$ cat src/rtl/persiana_ctrl_multi.sv
// persiana_ctrl_multi: NCH independent blind controllers sharing one prescaler
// and one 2-bit light sensor. Each channel has a motion FSM with travel timeout,
// reversal dead-time, and a latched fault for inconsistent limit switches.
// Optional feature macro: PERSIANA_AUTO_EN enables cmd 100 (follow light level).
module persiana_ctrl_multi #(
    parameter int NCH        = 2,
    parameter int PRESC_W    = 20,
    parameter int TRAVEL_MAX = 40,
    parameter int DEADTIME   = 3
) (
    input  logic               clk,
    input  logic               reset,
    input  logic [3*NCH-1:0]   cmd,
    input  logic [1:0]         sensor,
    input  logic [NCH-1:0]     ssup,
    input  logic [NCH-1:0]     smed,
    input  logic [NCH-1:0]     sinf,
    output logic [NCH-1:0]     subir,
    output logic [NCH-1:0]     bajar,
    output logic [NCH-1:0]     falla,
    output logic               tick
);

    typedef enum logic [1:0] {P_UNK = 2'd0, P_BOT = 2'd1, P_MID = 2'd2, P_TOP = 2'd3} pos_t;
    typedef enum logic [1:0] {T_NONE = 2'd0, T_BOT = 2'd1, T_MID = 2'd2, T_TOP = 2'd3} tgt_t;
    typedef enum logic [2:0] {
        S_IDLE  = 3'd0,
        S_SUBE  = 3'd1,
        S_BAJA  = 3'd2,
        S_PAUSA = 3'd3,
        S_FALLA = 3'd4
    } state_t;

    localparam int TRAV_W = $clog2(TRAVEL_MAX + 1);
    localparam int DEAD_W = $clog2(DEADTIME + 1);
    localparam logic [TRAV_W-1:0]  TRAV_LAST = TRAV_W'(TRAVEL_MAX - 1);
    localparam logic [TRAV_W-1:0]  TRAV_ONE  = TRAV_W'(1);
    localparam logic [DEAD_W-1:0]  DEAD_INIT = DEAD_W'(DEADTIME);
    localparam logic [DEAD_W-1:0]  DEAD_ONE  = DEAD_W'(1);
    localparam logic [PRESC_W-1:0] PRE_ONE   = {{(PRESC_W-1){1'b0}}, 1'b1};
    localparam logic [PRESC_W-1:0] PRE_LAST  = {PRESC_W{1'b1}} - PRE_ONE;

    // Direction needed to reach target t from position p: {up, down}.
    // An unknown position counts as TOP for BOT/MID targets and as BOT for TOP.
    function automatic logic [1:0] dir_of(input tgt_t t, input pos_t p);
        logic [1:0] d;
        case (t)
            T_TOP:   d = (p == P_TOP) ? 2'b00 : 2'b10;
            T_MID: begin
                case (p)
                    P_BOT:   d = 2'b10;
                    P_MID:   d = 2'b00;
                    default: d = 2'b01;
                endcase
            end
            T_BOT:   d = (p == P_BOT) ? 2'b00 : 2'b01;
            default: d = 2'b00;
        endcase
        return d;
    endfunction

`ifdef PERSIANA_AUTO_EN
    // Light level to target; "hold" keeps whatever target was latched before
    function automatic tgt_t light_tgt(input logic [1:0] lvl, input tgt_t prev);
        tgt_t t;
        case (lvl)
            2'b00:   t = T_BOT;
            2'b01:   t = T_MID;
            2'b10:   t = T_TOP;
            default: t = prev;
        endcase
        return t;
    endfunction
`else
    logic unused_sensor_s;
    assign unused_sensor_s = ^sensor;
`endif

    logic [PRESC_W-1:0] presc_r;
    logic               tick_r;

    // Free-running prescaler; tick is registered one count early so it is high exactly while the count is all-ones
    always_ff @(posedge clk or posedge reset) begin
        if (reset) begin
            presc_r <= {PRESC_W{1'b0}};
            tick_r  <= 1'b0;
        end else begin
            presc_r <= presc_r + PRE_ONE;
            tick_r  <= (presc_r == PRE_LAST);
        end
    end

    assign tick = tick_r;

    for (genvar i = 0; i < NCH; i++) begin : g_ch
        logic [2:0]        cmd_ch_s;
        tgt_t              dec_tgt_s;
        tgt_t              tgt_now_s;
        tgt_t              tgt_r;
        pos_t              pos_now_s;
        pos_t              pos_r;
        state_t            st_r;
        state_t            st_nxt_s;
        logic [TRAV_W-1:0] trav_r;
        logic [TRAV_W-1:0] trav_nxt_s;
        logic [DEAD_W-1:0] dead_r;
        logic [DEAD_W-1:0] dead_nxt_s;
        logic [1:0]        dir_s;
        logic              run_cmd_s;
        logic              hit_s;
        logic              both_s;
        logic              subir_r;
        logic              bajar_r;
        logic              falla_r;

        assign cmd_ch_s = cmd[3*i +: 3];
        assign both_s   = ssup[i] & sinf[i];

        // Decode this channel's command into a target; run_cmd_s is low for every stop code
        always_comb begin
            run_cmd_s = 1'b1;
            dec_tgt_s = T_NONE;
            case (cmd_ch_s)
                3'b001:  dec_tgt_s = T_BOT;
                3'b010:  dec_tgt_s = T_MID;
                3'b011:  dec_tgt_s = T_TOP;
`ifdef PERSIANA_AUTO_EN
                3'b100:  dec_tgt_s = light_tgt(sensor, tgt_r);
`endif
                default: begin
                    run_cmd_s = 1'b0;
                    dec_tgt_s = T_NONE;
                end
            endcase
        end

        // The target seen by the FSM is the freshly latched one during a tick cycle
        assign tgt_now_s = tick_r ? dec_tgt_s : tgt_r;

        // Live position: a limit switch overrides the remembered position
        always_comb begin
            if (sinf[i]) begin
                pos_now_s = P_BOT;
            end else if (smed[i]) begin
                pos_now_s = P_MID;
            end else if (ssup[i]) begin
                pos_now_s = P_TOP;
            end else begin
                pos_now_s = pos_r;
            end
        end

        // Target-sensor hit for the current target
        always_comb begin
            case (tgt_now_s)
                T_TOP:   hit_s = ssup[i];
                T_MID:   hit_s = smed[i];
                T_BOT:   hit_s = sinf[i];
                default: hit_s = 1'b0;
            endcase
        end

        assign dir_s = dir_of(tgt_now_s, pos_now_s);

        // Next-state and counter logic; limit stops act every clock, everything else on tick
        always_comb begin
            st_nxt_s   = st_r;
            trav_nxt_s = trav_r;
            dead_nxt_s = dead_r;
            if (both_s) begin
                st_nxt_s = S_FALLA;
            end else begin
                case (st_r)
                    S_IDLE: begin
                        if (tick_r && (dir_s != 2'b00)) begin
                            st_nxt_s   = dir_s[1] ? S_SUBE : S_BAJA;
                            trav_nxt_s = {TRAV_W{1'b0}};
                        end else begin
                            st_nxt_s = S_IDLE;
                        end
                    end
                    S_SUBE, S_BAJA: begin
                        if (hit_s || ((st_r == S_SUBE) ? ssup[i] : sinf[i])) begin
                            st_nxt_s = S_IDLE;
                        end else if (tick_r) begin
                            if (dir_s == 2'b00) begin
                                st_nxt_s = S_IDLE;
                            end else if (dir_s[1] != (st_r == S_SUBE)) begin
                                st_nxt_s   = S_PAUSA;
                                dead_nxt_s = DEAD_INIT;
                            end else if (trav_r == TRAV_LAST) begin
                                st_nxt_s = S_FALLA;
                            end else begin
                                trav_nxt_s = trav_r + TRAV_ONE;
                            end
                        end else begin
                            st_nxt_s = st_r;
                        end
                    end
                    S_PAUSA: begin
                        if (tick_r) begin
                            if (dir_s == 2'b00) begin
                                st_nxt_s   = S_IDLE;
                                dead_nxt_s = {DEAD_W{1'b0}};
                            end else if (dead_r <= DEAD_ONE) begin
                                st_nxt_s   = dir_s[1] ? S_SUBE : S_BAJA;
                                trav_nxt_s = {TRAV_W{1'b0}};
                                dead_nxt_s = {DEAD_W{1'b0}};
                            end else begin
                                dead_nxt_s = dead_r - DEAD_ONE;
                            end
                        end else begin
                            st_nxt_s = S_PAUSA;
                        end
                    end
                    S_FALLA: begin
                        if (tick_r && !run_cmd_s) begin
                            st_nxt_s   = S_IDLE;
                            trav_nxt_s = {TRAV_W{1'b0}};
                            dead_nxt_s = {DEAD_W{1'b0}};
                        end else begin
                            st_nxt_s = S_FALLA;
                        end
                    end
                    default: begin
                        st_nxt_s = S_FALLA;
                    end
                endcase
            end
        end

        // Channel FSM state, latched target/position, counters and registered drives
        always_ff @(posedge clk or posedge reset) begin
            if (reset) begin
                st_r    <= S_IDLE;
                tgt_r   <= T_NONE;
                pos_r   <= P_UNK;
                trav_r  <= {TRAV_W{1'b0}};
                dead_r  <= {DEAD_W{1'b0}};
                subir_r <= 1'b0;
                bajar_r <= 1'b0;
                falla_r <= 1'b0;
            end else begin
                st_r    <= st_nxt_s;
                tgt_r   <= tgt_now_s;
                pos_r   <= pos_now_s;
                trav_r  <= trav_nxt_s;
                dead_r  <= dead_nxt_s;
                subir_r <= (st_nxt_s == S_SUBE);
                bajar_r <= (st_nxt_s == S_BAJA);
                falla_r <= (st_nxt_s == S_FALLA);
            end
        end

        assign subir[i] = subir_r;
        assign bajar[i] = bajar_r;
        assign falla[i] = falla_r;
    end

endmodule

$ cat config.mk
export PLATFORM = sky130hd
export DESIGN_NAME = persiana_ctrl_multi
export DESIGN_NICKNAME = d
export VERILOG_FILES = /design/src/rtl/persiana_ctrl_multi.sv
export SDC_FILE = /design/constraint.sdc
export NUM_CORES = 1
export LEC_CHECK = 0
export ABC_AREA = 1
export BUFFER_PORTS_ARGS = -buffer_cell sky130_fd_sc_hd__buf_2
export CAP_MARGIN = 20
export CORE_MARGIN = 2
export CORE_UTILIZATION = 55
export DETAILED_ROUTE_END_ITERATION = 12
export PLACE_DENSITY = 0.76
export SYNTH_ARGS = -nofsm -noshare
export SYNTH_HDL_FRONTEND = slang
export SYNTH_SLANG_ARGS = --single-unit
$ cat constraint.sdc
create_clock -name clk -period 2.4 [get_ports clk]
set_input_delay 0.24 -clock clk [delete_from_list [all_inputs] [get_ports clk]]
set_output_delay 0.24 -clock clk [all_outputs]
set_load 0.02 [all_outputs]
-- Word-level counts from Yosys, hierarchy flattened
Index checks and enable logic that the tools add are counted.
- add/subtract/negate cells: 5
- $lt $le $gt $ge: 2
- equal/unequal tests: 59
- multiplexer cells: 90
- bitwise operators: 4
- reduce and logical (&&, ||, !) cells: 26
- operator list (kind ; number):
    6-bit 2-to-1 mux ; 20
    2-bit 2-to-1 mux ; 30
    3-bit 2-to-1 mux ; 20
    6-bit case mux with 4 select lines ; 2
    2-bit != test (second input constant) ; 22
    2-bit case mux with 3 select lines ; 6
    3-bit by 2-bit == test with 1-bit output (second input constant) ; 10
    3-bit case mux with 4 select lines ; 2
    12-bit AND reduction ; 2
    20-bit by 1-bit adder with 20-bit output (second input constant) ; 1
    20-bit == test (second input constant) ; 1
    3-bit by 1-bit == test with 1-bit output (second input constant) ; 6
    2-bit == test (second input constant) ; 8
    8-bit AND reduction ; 2
    6-bit by 1-bit adder with 6-bit output (second input constant) ; 2
    3-bit == test (second input constant) ; 4
    6-bit == test (second input constant) ; 2
    2-bit by 1-bit == test with 1-bit output (second input constant) ; 4
    2-bit case mux with 2 select lines ; 2
    4-bit nonzero test ; 2
    3-bit zero test ; 2
    1-bit 2-to-1 mux ; 6
    1-bit case mux with 3 select lines ; 2
    3-bit nonzero test ; 2
    12 further kinds ; 26
- flip-flop bits (word level): 57
- bits of input ports: 16
- output and inout bits: 7
- logic and storage cells: 204

-- Depth between registers and ports, before layout
- depth in word-level cells: 14
- depth in mapped cells: 16
- depth with buffers taken out: 15

-- Worst setup path before layout
No wires, ideal clock.
- path kind: register -> register
- start: register g_ch[0].pos_r[1]
- end: register g_ch[0].trav_r[2]
- library setup time: 0.118 ns
- arrival time: 1.945 ns
- data required time: 2.282 ns
- slack: 0.338 ns
- cell stages (with the launch flop): 14
- buffers on the path: 1
- clock period less this slack: 2.062 ns
- path through: dfrtp_1 > o31ai_1 > inv_1 > ha_1 > nand3b_2 > nand2_4 > inv_2 > nand2_2 > nand2_1 > nand2_1 > nand4_2 > buf_6 > nand2_1 > o21ai_2
- cells in the longest elaborated chain, start to end: 10
- elaborated cells on any way between the ends: 19
- classes of those cells: eq/ne (8); mux (7); reduce/logical (4)
- ends and longest elaborated chain (element ; line ; text):
    start, declared ; 101 ; pos_t pos_r;
    start signal, assigned ; 246 ; pos_r <= pos_now_s;
    2-bit 2-to-1 mux * ; 146 ; end else if (ssup[i]) begin
    2-bit 2-to-1 mux * ; 144 ; end else if (smed[i]) begin
    2-bit 2-to-1 mux * ; 142 ; if (sinf[i]) begin
    via g_ch[0].pos_now_s[1] ; 100 ; pos_t pos_now_s;
    2-bit == test, or another cell as far along ; 50 ; case (p)
    2-bit case mux with 2 select lines, or another cell as far along ; 50 ;
    2-bit case mux with 3 select lines * ; 47 ; case (t)
    2-bit nonzero test ; 175 ; if (tick_r && (dir_s != 2'b00)) begin
    1-bit logical AND ; 175 ;
    2-bit != test (no source line) ; n/a ;
    12-bit AND reduction (no source line) * ; n/a ;
    end signal, assigned ; 238 ; trav_r <= {TRAV_W{1'b0}};
    end signal, assigned ; 247 ; trav_r <= trav_nxt_s;
    end, declared ; 104 ; logic [TRAV_W-1:0] trav_r;
The timed path passes the listed nets; every way through them passes the cells marked *.
A chain may end at the register's enable or synchronous reset.

-- Final worst setup path
- start: register g_ch[0].pos_r[1]
- end: register g_ch[0].dead_r[0]
- cells in the longest elaborated chain, start to end: 10
- elaborated cells on any way between the ends: 18
- classes of those cells: eq/ne (6); mux (10); reduce/logical (2)
- ends and longest elaborated chain (element ; line ; text):
    2-bit 2-to-1 mux * ; 146 ;
    2-bit 2-to-1 mux * ; 144 ;
    2-bit 2-to-1 mux * ; 142 ;
    via g_ch[0].pos_now_s[1] ; 100 ;
    2-bit == test, or another cell as far along ; 50 ;
    2-bit case mux with 2 select lines, or another cell as far along ; 50 ;
    2-bit case mux with 3 select lines * ; 47 ;
    2-bit zero test ; 186, 202 ;
    2-bit 2-to-1 mux ; 202 ; if (dir_s == 2'b00) begin
    2-bit 2-to-1 mux ; 201 ; if (tick_r) begin
    2-bit case mux with 3 select lines ; 173 ; case (st_r)
    end signal, assigned ; 239 ; dead_r <= {DEAD_W{1'b0}};
    end signal, assigned ; 248 ; dead_r <= dead_nxt_s;
    end, declared ; 106 ; logic [DEAD_W-1:0] dead_r;
The timed path passes the listed nets; every way through them passes the cells marked *. The select of a mux whose other input is x is not followed.

==> results_dict.tcl <==
set metrics [dict create \
    dpl_cell_area_um2 3736 \
    p_sw_uw 499.7 \
    period_share 0.9267 \
    slew_violations 0 \
    grtUsageTotal 0.2102 \
    worstHoldPathCells 3 \
    cts_buffers 9 \
    fin_tns_setup_ps 0 \
    clock-sinks 57 \
    drc 0 \
    combPwrFrac 0.068 \
    switching_share 0.2357 \
    worst_pin_slew_ps 480.9 \
    die_w_um 84.58 \
    coreArea_um2 6314 \
    area_delta_synth_final_pct 11.70 \
    wire_per_inst_um 12.04 \
    placed_cells 551 \
    power_density_nw_per_um2 531.4 \
    grt_pass1_wl_um 12230 \
    crit_required_ps 2620 \
    vias 2932 \
    cts-htree-levels 3 \
    status "completed" \
    path_class "flop to flop" \
    postSynthAreaPerCell_um2 7.780 \
    finalInstanceArea_um2 3989 \
    clock_path_buffers 2 \
    yosys_warnings 0 \
    avgViaCountPerCell 5.162 \
    final_cells 568 \
    p_leak_uw 0.002022 \
    ys_seq_area_frac 0.3994 \
    multiInputGateArea_um2 1839 \
    die-area_um2 7153 \
    fillerInstances 563 \
    netlist_area_um2 3571 \
    r2r_cells 12 \
    n_antenna_cell 0 \
    synth_edf_count 0 \
    regArea_um2 1426 \
    final_hold_viol_count 0 \
    grt_pass1_vias 2929 \
    drtIter0Drc 136 \
    ios 23 \
    die_h_um 84.58 \
    endpoint_kind "flop" \
    worstPathArrival_ps 2440 \
    clock_skew_ps 8.349 \
    syn-num-nets 485 \
    finalWirelength_um 6838 \
    relSlewSlack 0.6760 \
    port_buffers 20 \
    pwr-share-clk 0.462 \
    fin_crit_ps 2224 \
    setup_viol 0 \
    post_cts_buffers 0 \
    clk_latency_ps 330 \
    synthFlopType "dfrtp_1" \
    drive_gt1_frac 0.2077 \
    grt_max_degree 58 \
    max_freq_mhz 449.6 \
    yosysTopAreaCellShare 0.3994 \
    initial_core_util 0.5656 \
    nets 512 \
    grt_overflow 0 \
    synth_cell_types 42 \
    sequentialPowerShare 0.470 \
    synth.most_common_cell "nand2_1" \
    cp_max_fo 5 \
    cts_tree "done" \
    ys_top_cells_by_count "113 x nand2_1, 57 x dfrtp_1, 56 x inv_1, 44 x nand3_1, 37 x nor2_1" \
    crit_path_start_kind "flop" \
    ir_drop_uv 401.6 \
    synth_cells 459 \
    hpwl_um 5090 \
    grt_antenna_before_repair 0 \
    rows 29 \
    antenna_left 0 \
    synth.area.top_cells "dfrtp_1 40%, nand2_1 12%, nand3_1 6.2%" \
    hold_class "input pin to flop" \
    p_total_uw 2120 \
    place.gp.congestion 0.9637 \
    rsz0062_at_grt "false" \
    ys_ff_latch 57 \
    drt_first_pass_iters 4 \
    ys_async_sr_fraction 1.000 \
    clk_pin_slew_worst_paths_ps 70 \
    intPower_uw 1620 \
    yosys.area.top_type "dfrtp_1" \
    cts_root_buffer "clkbuf_8" \
    maxCapViolations 0 \
]
-- state kept, by name, summed over array words and instances, names as in the netlist, 2 cells and up --
| signal | flops |
|---|---|
| presc_r | 20 |
| g_ch.bajar_r | 2 |
| g_ch.trav_r | 12 |
| g_ch.dead_r | 4 |
| g_ch.falla_r | 2 |
| g_ch.st_r | 6 |
| g_ch.tgt_r | 4 |
| g_ch.subir_r | 2 |
| g_ch.pos_r | 4 |
-- final cells by class --
cell class,instances,share of cell area
Clock buffer,9,0.03105
Clock inverter,7,0.02384
Inverter,64,0.06023
Multi-Input combinational cell,327,0.4611
Sequential cell,57,0.3576
Tap cell,77,0.02415
Timing Repair Buffer,27,0.04203
-- logic make-up after synthesis --
kind of cell / count (synthesis) / synth area share
flip-flops: 57 / 0.3994
XOR/XNOR: 19 / 0.04660
adder cells (fa/ha/maj): 10 / 0.03504
buffers and inverters: 75 / 0.09215
AND/OR/NAND/NOR: 248 / 0.3381
AO/OA/AOI/OAI: 50 / 0.08865
-- metal layers --
layer  up-vias  part of all wire  global-route usage
li1       1514                 -                   -
met1      1354              0.45              0.2664
met2        57              0.49              0.3493
met3         7             0.046             0.05703
met4         0             0.011             0.07071
met5         -                 0                   0
-- timing repair --
action | 4_1_cts | 5_1_grt
hold endpoints to repair | 57 | 0
resized for setup | 0 | 4
endpoints found under the setup margin | 0 | 10
hold buffers | 1 | 0
-- worst max-delay path, stage by stage, from the launching register on --
cell and delay [ps]:
dfrtp_1 380, o31ai_2 280, inv_1 120, ha_1 200, nand3b_2 250, nand2_4 130, nand2_1 90, nand2_1 100
nand2_1 120, a31oi_2 210, nand2_1 110, nand2_1 70, nand2_1 50
-- power groups by stage --
stage          combinational (µW)  sequential [µW]  clock (µW)
6_report                      144              996         980
2_1_floorplan                97.0             1010           0
4_1_cts                       145              995        1010
3_5_place_dp                  143             1010           0
5_1_grt                       163              997        1040
3_3_place_gp                  136             1010           0
-- per-stage QoR --
stage	setup slack (ps)	hold slack [ps]	util
floorplan	337.9	423.1	-
global placement	156.1	318.3	0.5918
detailed placement	68.10	320.8	0.5918
CTS	44.88	201.7	0.6280
global route	8.015	246.8	0.6318
finish	175.8	214.8	0.6318
-- path summary, 6_finish.rpt --
kind / start / endpoint / slack (ps)
worst max-delay path: g_ch[0].pos_r[1] / g_ch[0].dead_r[0] / 180
max in group asynchronous: reset / g_ch[1].tgt_r[0] / 1640
min in group asynchronous: reset / g_ch[0].falla_r / 500
worst min register to register: presc_r[7] / presc_r[7] / 480
worst max register to register: g_ch[0].pos_r[1] / g_ch[0].dead_r[0] / 180
worst min-delay path: smed[1] / g_ch[1].pos_r[1] / 210
-- layout by cell type, fill, tap and decap left out, types with 2 or more instances in the layout --
master     Yosys  final
bufinv_16      0      2
buf_2          2     20
buf_4          6      5
nand3_1       44     44
a21oi_1       11     10
nand2_4        6      6
o21ai_2       12     12
dfrtp_1       57     57
ha_1          10     10
nor2_4         2      2
nand4_1        5      5
nand2_1      113    113
a21oi_2        1      2
xnor2_1        6      6
clkinv_4       0      2
clkbuf_8       0      9
inv_2          7      8
o21ai_0       14     14
nor3_1         5      5
nor2_2         5      5
nand3_2        3      3
nor2_1        37     37
nand3b_1       3      3
clkinv_2       0      2
or2_2          4      4
inv_1         56     55
o21ai_1        5      5
nand2_2       11     11
xor2_1        13     13
Note: power is estimated with default switching activity, not from simulation.
